--- config.mk ---
export PLATFORM = sky130hd
export DESIGN_NAME = clint_mh
export DESIGN_NICKNAME = d
export VERILOG_FILES = /design/src/rtl/clint_pkg.sv /design/src/rtl/clint_timebase.sv /design/src/rtl/clint_mh.sv
export SDC_FILE = /design/constraint.sdc
export NUM_CORES = 1
export LEC_CHECK = 0
export ABC_AREA = 0
export ABC_CLOCK_PERIOD_IN_PS = 2550
export CAP_MARGIN = 20
export CORE_ASPECT_RATIO = 0.7
export CORE_MARGIN = 1.5
export CORE_UTILIZATION = 30
export DETAILED_ROUTE_END_ITERATION = 10
export GPL_TIMING_DRIVEN = 0
export PLACE_DENSITY = 0.56
export SYNTH_ARGS = -nofsm -noshare
export SYNTH_HDL_FRONTEND = slang
export SYNTH_HIERARCHICAL = 1
export SYNTH_SLANG_ARGS = --single-unit
--- constraint.sdc ---
create_clock -name i_clk -period 2.55 [get_ports i_clk]
set_input_delay 0.51 -clock i_clk [delete_from_list [all_inputs] [get_ports i_clk]]
set_output_delay 0.51 -clock i_clk [all_outputs]
set_load 0.02 [all_outputs]
--- src/rtl/clint_pkg.sv ---
// rtl/clint_pkg.sv - shared constants and decode types for the multi-hart CLINT
package clint_pkg;

    localparam int XLEN      = 32;
    localparam int MAX_HARTS = 16;
    localparam int HART_W    = $clog2(MAX_HARTS);

    // Byte offsets inside the 64 KiB window
    localparam logic [15:0] MSIP_OFS     = 16'h0000;
    localparam logic [15:0] MTIMECMP_OFS = 16'h4000;
    localparam logic [15:0] MTIME_LO_OFS = 16'hBFF8;
    localparam logic [15:0] MTIME_HI_OFS = 16'hBFFC;

    typedef enum logic [1:0] {
        OK         = 2'd0,
        BAD_ADDR   = 2'd1,
        MISALIGNED = 2'd2
    } clint_err_e;

endpackage

--- src/rtl/clint_timebase.sv ---
// rtl/clint_timebase.sv - prescaler and shared 64-bit mtime counter with word writes
module clint_timebase #(
    parameter int TICK_DIV = 1
) (
    input  logic        i_clk,
    input  logic        i_rst,
    input  logic        i_wr_lo,
    input  logic        i_wr_hi,
    input  logic [31:0] i_wrdata,
    output logic [63:0] o_mtime
);

    localparam logic [15:0] W_LAST = 16'(TICK_DIV - 1);

    logic [15:0] r_cnt;
    logic [63:0] r_mtime;
    logic        w_tick;
    logic [63:0] w_inc;
    logic [63:0] w_next;

    assign w_tick  = (r_cnt == W_LAST);
    assign w_inc   = w_tick ? (r_mtime + 64'd1) : r_mtime;
    assign o_mtime = r_mtime;

    // Prescaler: free-running 0..TICK_DIV-1, never disturbed by bus writes
    always_ff @(posedge i_clk or negedge i_rst) begin
        if (!i_rst) begin
            r_cnt <= '0;
        end else if (w_tick) begin
            r_cnt <= '0;
        end else begin
            r_cnt <= r_cnt + 16'd1;
        end
    end

    // A written word wins; the other word keeps its ticked value, carry included
    always_comb begin
        w_next = w_inc;
        if (i_wr_lo) begin
            w_next[31:0] = i_wrdata;
        end
        if (i_wr_hi) begin
            w_next[63:32] = i_wrdata;
        end
    end

    // mtime register, wraps silently at 2^64
    always_ff @(posedge i_clk or negedge i_rst) begin
        if (!i_rst) begin
            r_mtime <= '0;
        end else begin
            r_mtime <= w_next;
        end
    end

endmodule

--- src/rtl/clint_mh.sv ---
// rtl/clint_mh.sv - multi-hart core-local interruptor with registered bus slave
module clint_mh
    import clint_pkg::*;
#(
    parameter logic [31:0] BASE_ADDR = 32'h2000_0000,
    parameter int          N_HARTS   = 4,
    parameter int          TICK_DIV  = 1
) (
    input  logic               i_clk,
    input  logic               i_rst,
    input  logic               i_req,
    input  logic               i_wen,
    input  logic [XLEN-1:0]    i_addr,
    input  logic [XLEN-1:0]    i_wrdata,
    output logic               o_ack,
    output logic               o_err,
    output logic [XLEN-1:0]    o_rddata,
    output logic [N_HARTS-1:0] o_msip,
    output logic [N_HARTS-1:0] o_mtip
);

    localparam logic [13:0] N_H14 = 14'(N_HARTS);

    logic [N_HARTS-1:0] r_msip;
    logic [63:0]        r_cmp [N_HARTS];
    logic [N_HARTS-1:0] r_mtip;
    logic               r_ack;
    logic               r_err;
    logic [XLEN-1:0]    r_rddata;

    logic [13:0]        w_ofs;
    logic [13:0]        w_msip_rel;
    logic [13:0]        w_cmp_rel;
    logic               w_in_window;
    clint_err_e         w_err_kind;
    logic               w_sel_msip;
    logic               w_sel_cmp;
    logic               w_sel_tlo;
    logic               w_sel_thi;
    logic               w_cmp_hi;
    logic [HART_W-1:0]  w_hart;
    logic               w_wr;
    logic [XLEN-1:0]    w_rd;
    logic [63:0]        w_mtime;

    // Word offset inside the window; byte lanes are checked separately
    assign w_ofs       = i_addr[15:2];
    assign w_msip_rel  = w_ofs - MSIP_OFS[15:2];
    assign w_cmp_rel   = w_ofs - MTIMECMP_OFS[15:2];
    assign w_in_window = (i_addr[31:16] == BASE_ADDR[31:16]);

    // Address decode: region select, hart index and error classification
    always_comb begin
        w_err_kind = BAD_ADDR;
        w_sel_msip = 1'b0;
        w_sel_cmp  = 1'b0;
        w_sel_tlo  = 1'b0;
        w_sel_thi  = 1'b0;
        w_cmp_hi   = 1'b0;
        w_hart     = '0;
        if (i_addr[1:0] != 2'b00) begin
            w_err_kind = MISALIGNED;
        end else if (w_in_window) begin
            if (w_ofs < MTIMECMP_OFS[15:2]) begin
                if (w_msip_rel < N_H14) begin
                    w_err_kind = OK;
                    w_sel_msip = 1'b1;
                    w_hart     = w_msip_rel[HART_W-1:0];
                end
            end else if (w_ofs < MTIME_LO_OFS[15:2]) begin
                if ({1'b0, w_cmp_rel[13:1]} < N_H14) begin
                    w_err_kind = OK;
                    w_sel_cmp  = 1'b1;
                    w_cmp_hi   = w_cmp_rel[0];
                    w_hart     = w_cmp_rel[HART_W:1];
                end
            end else if (w_ofs == MTIME_LO_OFS[15:2]) begin
                w_err_kind = OK;
                w_sel_tlo  = 1'b1;
            end else if (w_ofs == MTIME_HI_OFS[15:2]) begin
                w_err_kind = OK;
                w_sel_thi  = 1'b1;
            end
        end
    end

    assign w_wr = i_req & i_wen & (w_err_kind == OK);

    clint_timebase #(
        .TICK_DIV (TICK_DIV)
    ) u_timebase (
        .i_clk    (i_clk),
        .i_rst    (i_rst),
        .i_wr_lo  (w_wr & w_sel_tlo),
        .i_wr_hi  (w_wr & w_sel_thi),
        .i_wrdata (i_wrdata),
        .o_mtime  (w_mtime)
    );

    // Read mux over current (pre-write) register values
    always_comb begin
        w_rd = '0;
        for (int h = 0; h < N_HARTS; h++) begin
            if (w_hart == HART_W'(h)) begin
                if (w_sel_msip) begin
                    w_rd = {{(XLEN-1){1'b0}}, r_msip[h]};
                end else if (w_sel_cmp) begin
                    w_rd = w_cmp_hi ? r_cmp[h][63:32] : r_cmp[h][31:0];
                end
            end
        end
        if (w_sel_tlo) begin
            w_rd = w_mtime[31:0];
        end else if (w_sel_thi) begin
            w_rd = w_mtime[63:32];
        end
    end

    // Per-hart msip bit and mtimecmp words, updated by error-free writes only
    always_ff @(posedge i_clk or negedge i_rst) begin
        if (!i_rst) begin
            r_msip <= '0;
            for (int h = 0; h < N_HARTS; h++) begin
                r_cmp[h] <= 64'hFFFF_FFFF_FFFF_FFFF;
            end
        end else if (w_wr) begin
            for (int h = 0; h < N_HARTS; h++) begin
                if (w_hart == HART_W'(h)) begin
                    if (w_sel_msip) begin
                        r_msip[h] <= i_wrdata[0];
                    end
                    if (w_sel_cmp && w_cmp_hi) begin
                        r_cmp[h][63:32] <= i_wrdata;
                    end
                    if (w_sel_cmp && !w_cmp_hi) begin
                        r_cmp[h][31:0] <= i_wrdata;
                    end
                end
            end
        end
    end

    // Timer interrupt: registered unsigned compare on current register values
    always_ff @(posedge i_clk or negedge i_rst) begin
        if (!i_rst) begin
            r_mtip <= '0;
        end else begin
            for (int h = 0; h < N_HARTS; h++) begin
                r_mtip[h] <= (w_mtime >= r_cmp[h]);
            end
        end
    end

    // Bus response: one ack per request, data only for good reads
    always_ff @(posedge i_clk or negedge i_rst) begin
        if (!i_rst) begin
            r_ack    <= 1'b0;
            r_err    <= 1'b0;
            r_rddata <= '0;
        end else begin
            r_ack    <= i_req;
            r_err    <= i_req & (w_err_kind != OK);
            r_rddata <= (i_req && !i_wen && (w_err_kind == OK)) ? w_rd : '0;
        end
    end

    assign o_ack    = r_ack;
    assign o_err    = r_err;
    assign o_rddata = r_rddata;
    assign o_msip   = r_msip;
    assign o_mtip   = r_mtip;

endmodule
==> results.py, run 1 <==
metrics = {
    "outcome": {
        "status": "finished, violations left",
        "failed_checks": "negative setup slack",
    },
    "die": {
        "initial_utilization": 0.302,
        "dieArea_sq_um": 84700,
        "ios": 110,
        "fp.dieW_um": 347,
        "coreArea_sq_um": 82200,
        "dieHeight_um": 244,
        "rows": 88,
    },
    "clocking": {
        "cts-root-buf": "clkbuf_16",
        "clk_path_buf_depth": 3,
        "clkLatencyLatePin_ns": 0.61,
        "clk_pin_slew_ns": 0.07,
        "clock_sinks": 378,
        "h-tree-depth": 2,
        "cts_made_buffers": 43,
        "cts_tree": "done",
    },
    "logic_synthesis": {
        "yosysTopAreaCell": "dfstp_2",
        "ys_ff_latch": 378,
        "syn_inst": 2764,
        "async_flop_share": 1.00,
        "synth_edf_count": 0,
        "syn_nets": 3091,
        "yosysSeqAreaShare": 0.393,
        "ys_types": 71,
        "synth_flop_cell": "dfstp_2",
        "yosys_warnings": 6,
        "synth_area_leaders": "dfstp_2 27%, ha_1 13%, dfrtp_1 12%",
        "syn-mean-instance-area_sq_um": 9.00,
        "yosysTopAreaCellShare": 0.270,
        "syn_area_sq_um": 24900,
    },
    "power": {
        "peakVddDrop_mv": 0.372,
        "leakage_uw": 0.0145,
        "power_density_nw_per_um2": 420,
        "total_power_uw": 13700,
    },
    "sta": {
        "final_max_slew_viol_count": 0,
        "post-route-worst-setup-slack_ns": -0.205,
        "skew_ns": 0.0333,
        "tightestPinTransition_ns": 0.958,
        "clock.fmax_mhz": 363,
        "final.setup.tns_ns": -0.474,
        "rsz0062_at_grt": "true",
        "final.min_clock_period_ns": 2.76,
        "period_share": 1.08,
        "finalSetupViolations": 4,
        "maxSlewHeadroom": 0.355,
        "final_hold_viol_count": 0,
    },
    "worst_hold_path": {
        "hp-class": "in2reg",
        "holdPathStages": 5,
        "whs_endpoint": "r_cmp[32]",
        "holdCritStartpoint": "i_addr[3]",
    },
    "setup_path": {
        "crit_path_end_kind": "flop",
        "r2r_setup_slack_ns": -0.21,
        "crit_chain": "inv_2, ha_1, nand4_1, nor2_4, nand2_4, o211ai_1, a211oi_2, o31ai_4, a31o_2",
        "arrival_ns": 3.28,
        "cp_slowest_cell": "dfstp_2",
        "worstReg2RegStart": "r_cmp[152]",
        "r2r.worst_path.cells": 9,
        "timing.rr.end": "o_mtip[1]",
        "critPathLaunchType": "flop",
        "max_stage_delay_ns": 0.54,
        "critPathMaxFanout": 2,
        "cp.required_ns": 3.08,
        "path_class": "reg2reg",
    },
    "place": {
        "post-dp-hpwl_um": 78600,
        "dpl_worst_slack_ns": -2.01,
        "gp_congestion": 0.940,
        "io_buffer_count": 107,
    },
    "route": {
        "finalWirelength_um": 107000,
        "vias_per_cell": 5.64,
        "routedWlPerCell_um": 25.7,
        "postRouteAntennaNets": 0,
        "drc": 0,
        "drt-pass1-iter-count": 6,
        "via_count": 23500,
        "drt_iter0_markers": 3048,
    },
    "final_layout": {
        "final_common_cell": "nand2_1",
        "final_util": 0.396,
        "final_nets": 3382,
        "fillers": 8145,
        "area_growth_pct": 30.8,
        "drive_above_1_share": 0.304,
        "layout_common_cells": "362 x nand2_1, 294 x o21ai_0, 256 x dfstp_2",
    },
    "global_route": {
        "grt_overflow": 0,
        "grt_usage": 0.246,
        "grt_pass1_wl_um": 154000,
        "grt_antenna_before_repair": 2,
        "grt_pass1_vias": 22000,
        "grt_max_degree": 110,
    },
    "job": {
        "maxCapViolCount": 0,
    },
}
[metal layers]
layer,up-vias,track usage,wire length [um]
met3,192,0.0955,14200
met5,-,0,33
met2,1335,0.323,40800
li1,10500,-,-
met4,4,0.0671,3170
met1,11500,0.365,49100
[stage by stage]
step	hold WS, ns	instance area [sq um]	cells
after floorplan	0.214	24900	2764
after detailed placement	0.491	27500	3958
final	0.435	32600	4170
after CTS	0.432	31500	4121
after global routing	0.466	32500	4168
after global placement	0.494	27300	3951
[sequential cells by signal, summed over array words and instances, names as in the netlist]
register / flops
r_cmp: 256
o_mtip: 4
u_timebase/o_mtime: 64
o_rddata: 32
u_timebase/r_cnt: 16
o_err: 1
o_msip: 4
o_ack: 1
[cells in the mapped netlist (all sizes together) (35+ instances only)]
library cell  instances
a221oi               35
mux2i                63
o211ai               44
nand2               373
ha                  259
mux2                 75
nor4                 39
buf                  37
dfstp               256
o21ai               330
a2111oi              39
nand3                54
clkbuf              120
nand2b               35
dfrtp               122
nand4                71
a21oi                99
nor2                130
inv                 274
[cell type report]
type | count | area, sq um | area share
well taps | 1080 | 1350 | 0.0415
inverters | 274 | 1030 | 0.0317
clock inverters | 18 | 258 | 0.00792
multi-input cells | 1955 | 15200 | 0.466
clock buffers | 60 | 1250 | 0.0385
flip-flops and latches | 378 | 9840 | 0.302
diodes | 2 | 5.00 | 0.000154
repair buffers | 251 | 2530 | 0.0778
plain buffers | 152 | 1120 | 0.0344
[kinds of logic after synthesis]
| family | count (synthesis) | share of synthesized area |
|---|---|---|
| mux | 138 | 0.0593 |
| flops | 378 | 0.393 |
| simple gates | 817 | 0.161 |
| buf+inv | 431 | 0.0672 |
| fa+ha+maj | 259 | 0.130 |
| xor+xnor | 46 | 0.0162 |
| compound gates | 695 | 0.173 |
[worst max path at each step]
stage                     cells past startpoint  slack [ns]                      to                   start
after floorplan                               7        0.03               r_cmp[85]              i_addr[22]
after global placement                        1      -16.79            o_rddata[19]                   i_rst
after detailed placement                      9       -2.01  u_timebase/o_mtime[24]               i_addr[2]
after CTS                                     8        -0.1               o_mtip[1]  u_timebase/o_mtime[28]
after global routing                          9       -0.17               o_mtip[2]               r_cmp[92]
final                                         9       -0.21               o_mtip[1]              r_cmp[152]
[repair_timing]
action | 4_1_cts | 5_1_grt
gates resized for setup | 442 | 225
pin swaps | 93 | 60
endpoints found under the setup margin | 357 | 427
gates cloned | 1 | 1
hold endpoints to repair | 35 | 0
buffers inserted | 84 | 51
hold buffers | 1 | 0
[where the power goes]
part / total, uW / internal [uW] / switching [uW]
clock: 6910 / 4050 / 2860
sequential: 6020 / 6020 / 0.333
combinational: 732 / 210 / 522
[critical path: cells and delay by family (launching register included)]
kind,cells,cell delay (ns)
adder cells (fa/ha/maj),1,0.29
flip-flops,1,0.54
buffers and inverters,1,0.05
AO/OA/AOI/OAI,4,1.21
AND/OR/NAND/NOR,3,0.58
Note: power is estimated with default switching activity, not from simulation.
==> run 2, diff against run 1 <==
CTS_CLUSTER_DIAMETER = 150   (was unset)
SLEW_MARGIN = 10   (was unset)
==> run 2 against run 1 <==
Net effect: first-iteration DRC count fell by 4.8%; the flow still finishes with violations (negative setup slack); count of clock-buffer cells in the layout fell by 4; critical path depth did not move; global-route usage fell by 0.17 points; clock skew fell by 0.0082 ns; sequential share of layout area barely moved; largest power group unchanged; hold slack improved by 0.019 ns; sequential power barely moved; die area did not move; core utilization barely moved; final cell count fell by 0.17%.
==> results.py, run 2 (synthesis gave the netlist of run 1 again) <==
metrics = {
    "final_layout": {
        "drive_above_1_share": 0.296,
        "final_common_cell": "nand2_1",
        "final_util": 0.395,
        "multiInputGateArea_sq_um": 15100,
        "fillers": 8096,
        "largest_reg_flops": 256,
        "layout_common_cells": "363 x nand2_1, 294 x o21ai_0, 256 x inv_1, 256 x dfstp_2, 230 x ha_1",
        "area_growth_pct": 30.7,
        "final_nets": 3375,
        "seq_area_sq_um": 9840,
        "fin_cells": 4163,
        "largest-register": "r_cmp",
    },
    "route": {
        "routedWlPerCell_um": 25.7,
        "vias_per_cell": 5.67,
        "drt_iter0_markers": 2902,
        "drt-pass1-iter-count": 6,
        "drc": 0,
        "finalWirelength_um": 107000,
        "via_count": 23600,
        "postRouteAntennaNets": 0,
    },
    "setup_path": {
        "critPathMaxFanout": 2,
        "r2r_setup_slack_ns": -0.22,
        "path_class": "reg2reg",
        "cp.required_ns": 3.07,
        "crit_path_end_kind": "flop",
        "critPathLaunchType": "flop",
        "arrival_ns": 3.30,
    },
    "die": {
        "initial_utilization": 0.302,
        "dieHeight_um": 244,
        "rows": 88,
        "coreArea_sq_um": 82200,
        "fp.dieW_um": 347,
        "dieArea_sq_um": 84700,
        "ios": 110,
    },
    "outcome": {
        "failed_checks": "negative setup slack",
        "status": "finished, violations left",
    },
    "sta": {
        "clock.fmax_mhz": 361,
        "final_max_slew_viol_count": 0,
        "finalSetupViolations": 6,
        "final.min_clock_period_ns": 2.77,
        "maxSlewHeadroom": 0.357,
        "period_share": 1.09,
        "rsz0062_at_grt": "true",
        "skew_ns": 0.0252,
        "tightestPinTransition_ns": 0.965,
        "timing.hold.ws_ns": 0.454,
        "post-route-worst-setup-slack_ns": -0.221,
        "final_hold_viol_count": 0,
    },
    "clocking": {
        "clk_pin_slew_ns": 0.07,
        "cts-root-buf": "clkbuf_16",
        "cts_made_buffers": 43,
        "h-tree-depth": 2,
        "cts_tree": "done",
        "clock_sinks": 378,
        "clkLatencyLatePin_ns": 0.62,
        "clk_path_buf_depth": 3,
    },
    "place": {
        "io_buffer_count": 107,
        "dp_cells": 3957,
        "post-dp-hpwl_um": 78500,
        "gp_congestion": 0.940,
    },
    "power": {
        "power_density_nw_per_um2": 417,
        "total_power_uw": 13600,
        "peakVddDrop_mv": 0.400,
        "leakage_uw": 0.0147,
    },
    "global_route": {
        "grt_max_degree": 90,
        "grt_pass1_wl_um": 153000,
        "grt_pass1_vias": 21700,
        "grt_antenna_before_repair": 2,
        "grt_overflow": 0,
        "grt_usage": 0.244,
    },
    "worst_hold_path": {
        "hp-class": "in2reg",
    },
    "job": {
        "maxCapViolCount": 0,
    },
}
-- run 2: critical path: stages, from the launching register on --
cell and delay (ns):
dfstp_2 0.55, inv_2 0.07, ha_4 0.26, nand4_1 0.16, nor2_4 0.31, nand2_4 0.10
o211ai_1 0.55, a211oi_2 0.13, o31ai_4 0.31, a31o_2 0.23
-- run 2: area by class of cell --
class,instances,share of cell area
clock buffers,56,0.0371
multi-input cells,1955,0.465
clock inverters,21,0.00839
inverters,274,0.0316
diodes,3,0.000231
plain buffers,155,0.0362
repair buffers,241,0.0777
well taps,1080,0.0416
flip-flops and latches,378,0.303
-- run 2: worst paths after layout --
kind | from | end | depth (start not counted)
min in group asynchronous | i_rst | o_rddata[2] | 2
setup / recovery | r_cmp[158] | o_mtip[1] | 9
hold / removal | i_req | o_ack | 1
hold reg to reg | r_cmp[86] | r_cmp[86] | 2
max in group asynchronous | i_rst | r_cmp[177] | 5
setup reg to reg | r_cmp[158] | o_mtip[1] | 9
-- run 2: routing by layer --
| layer | GRT usage | up-vias | share of wire | wire length [um] |
|---|---|---|---|---|
| met5 | 0 | - | 0.00022 | 24 |
| met4 | 0.0646 | 4 | 0.028 | 2950 |
| met3 | 0.0779 | 181 | 0.13 | 13900 |
| met2 | 0.317 | 1398 | 0.38 | 40700 |
| met1 | 0.377 | 11600 | 0.46 | 49500 |
| li1 | - | 10400 | - | - |
-- run 2: where the power goes --
group          internal (uW)  total, uW  switching, uW
clock network           3940       6820           2870
logic                    213        732            519
registers               6020       6020          0.323
total                  10200      13600           3390
-- run 2: what timing repair did --
action	in CTS	in global routing
cloned	1	3
endpoints found under the hold margin	39	0
pin swaps	72	73
setup endpoints to repair	358	348
buffers inserted	74	50
hold buffers	1	0
resized for setup	419	212
-- run 2: metrics by stage --
step	TNS (ns)	instance area [sq um]	setup WS, ns
2_1_floorplan	0	24900	0.0280
3_3_place_gp	-5517.73	27300	-16.79
3_5_place_dp	-507.77	27500	-2.01
4_1_cts	-0.236	31300	-0.108
5_1_grt	-1.03	32500	-0.211
6_report	-0.575	32500	-0.221
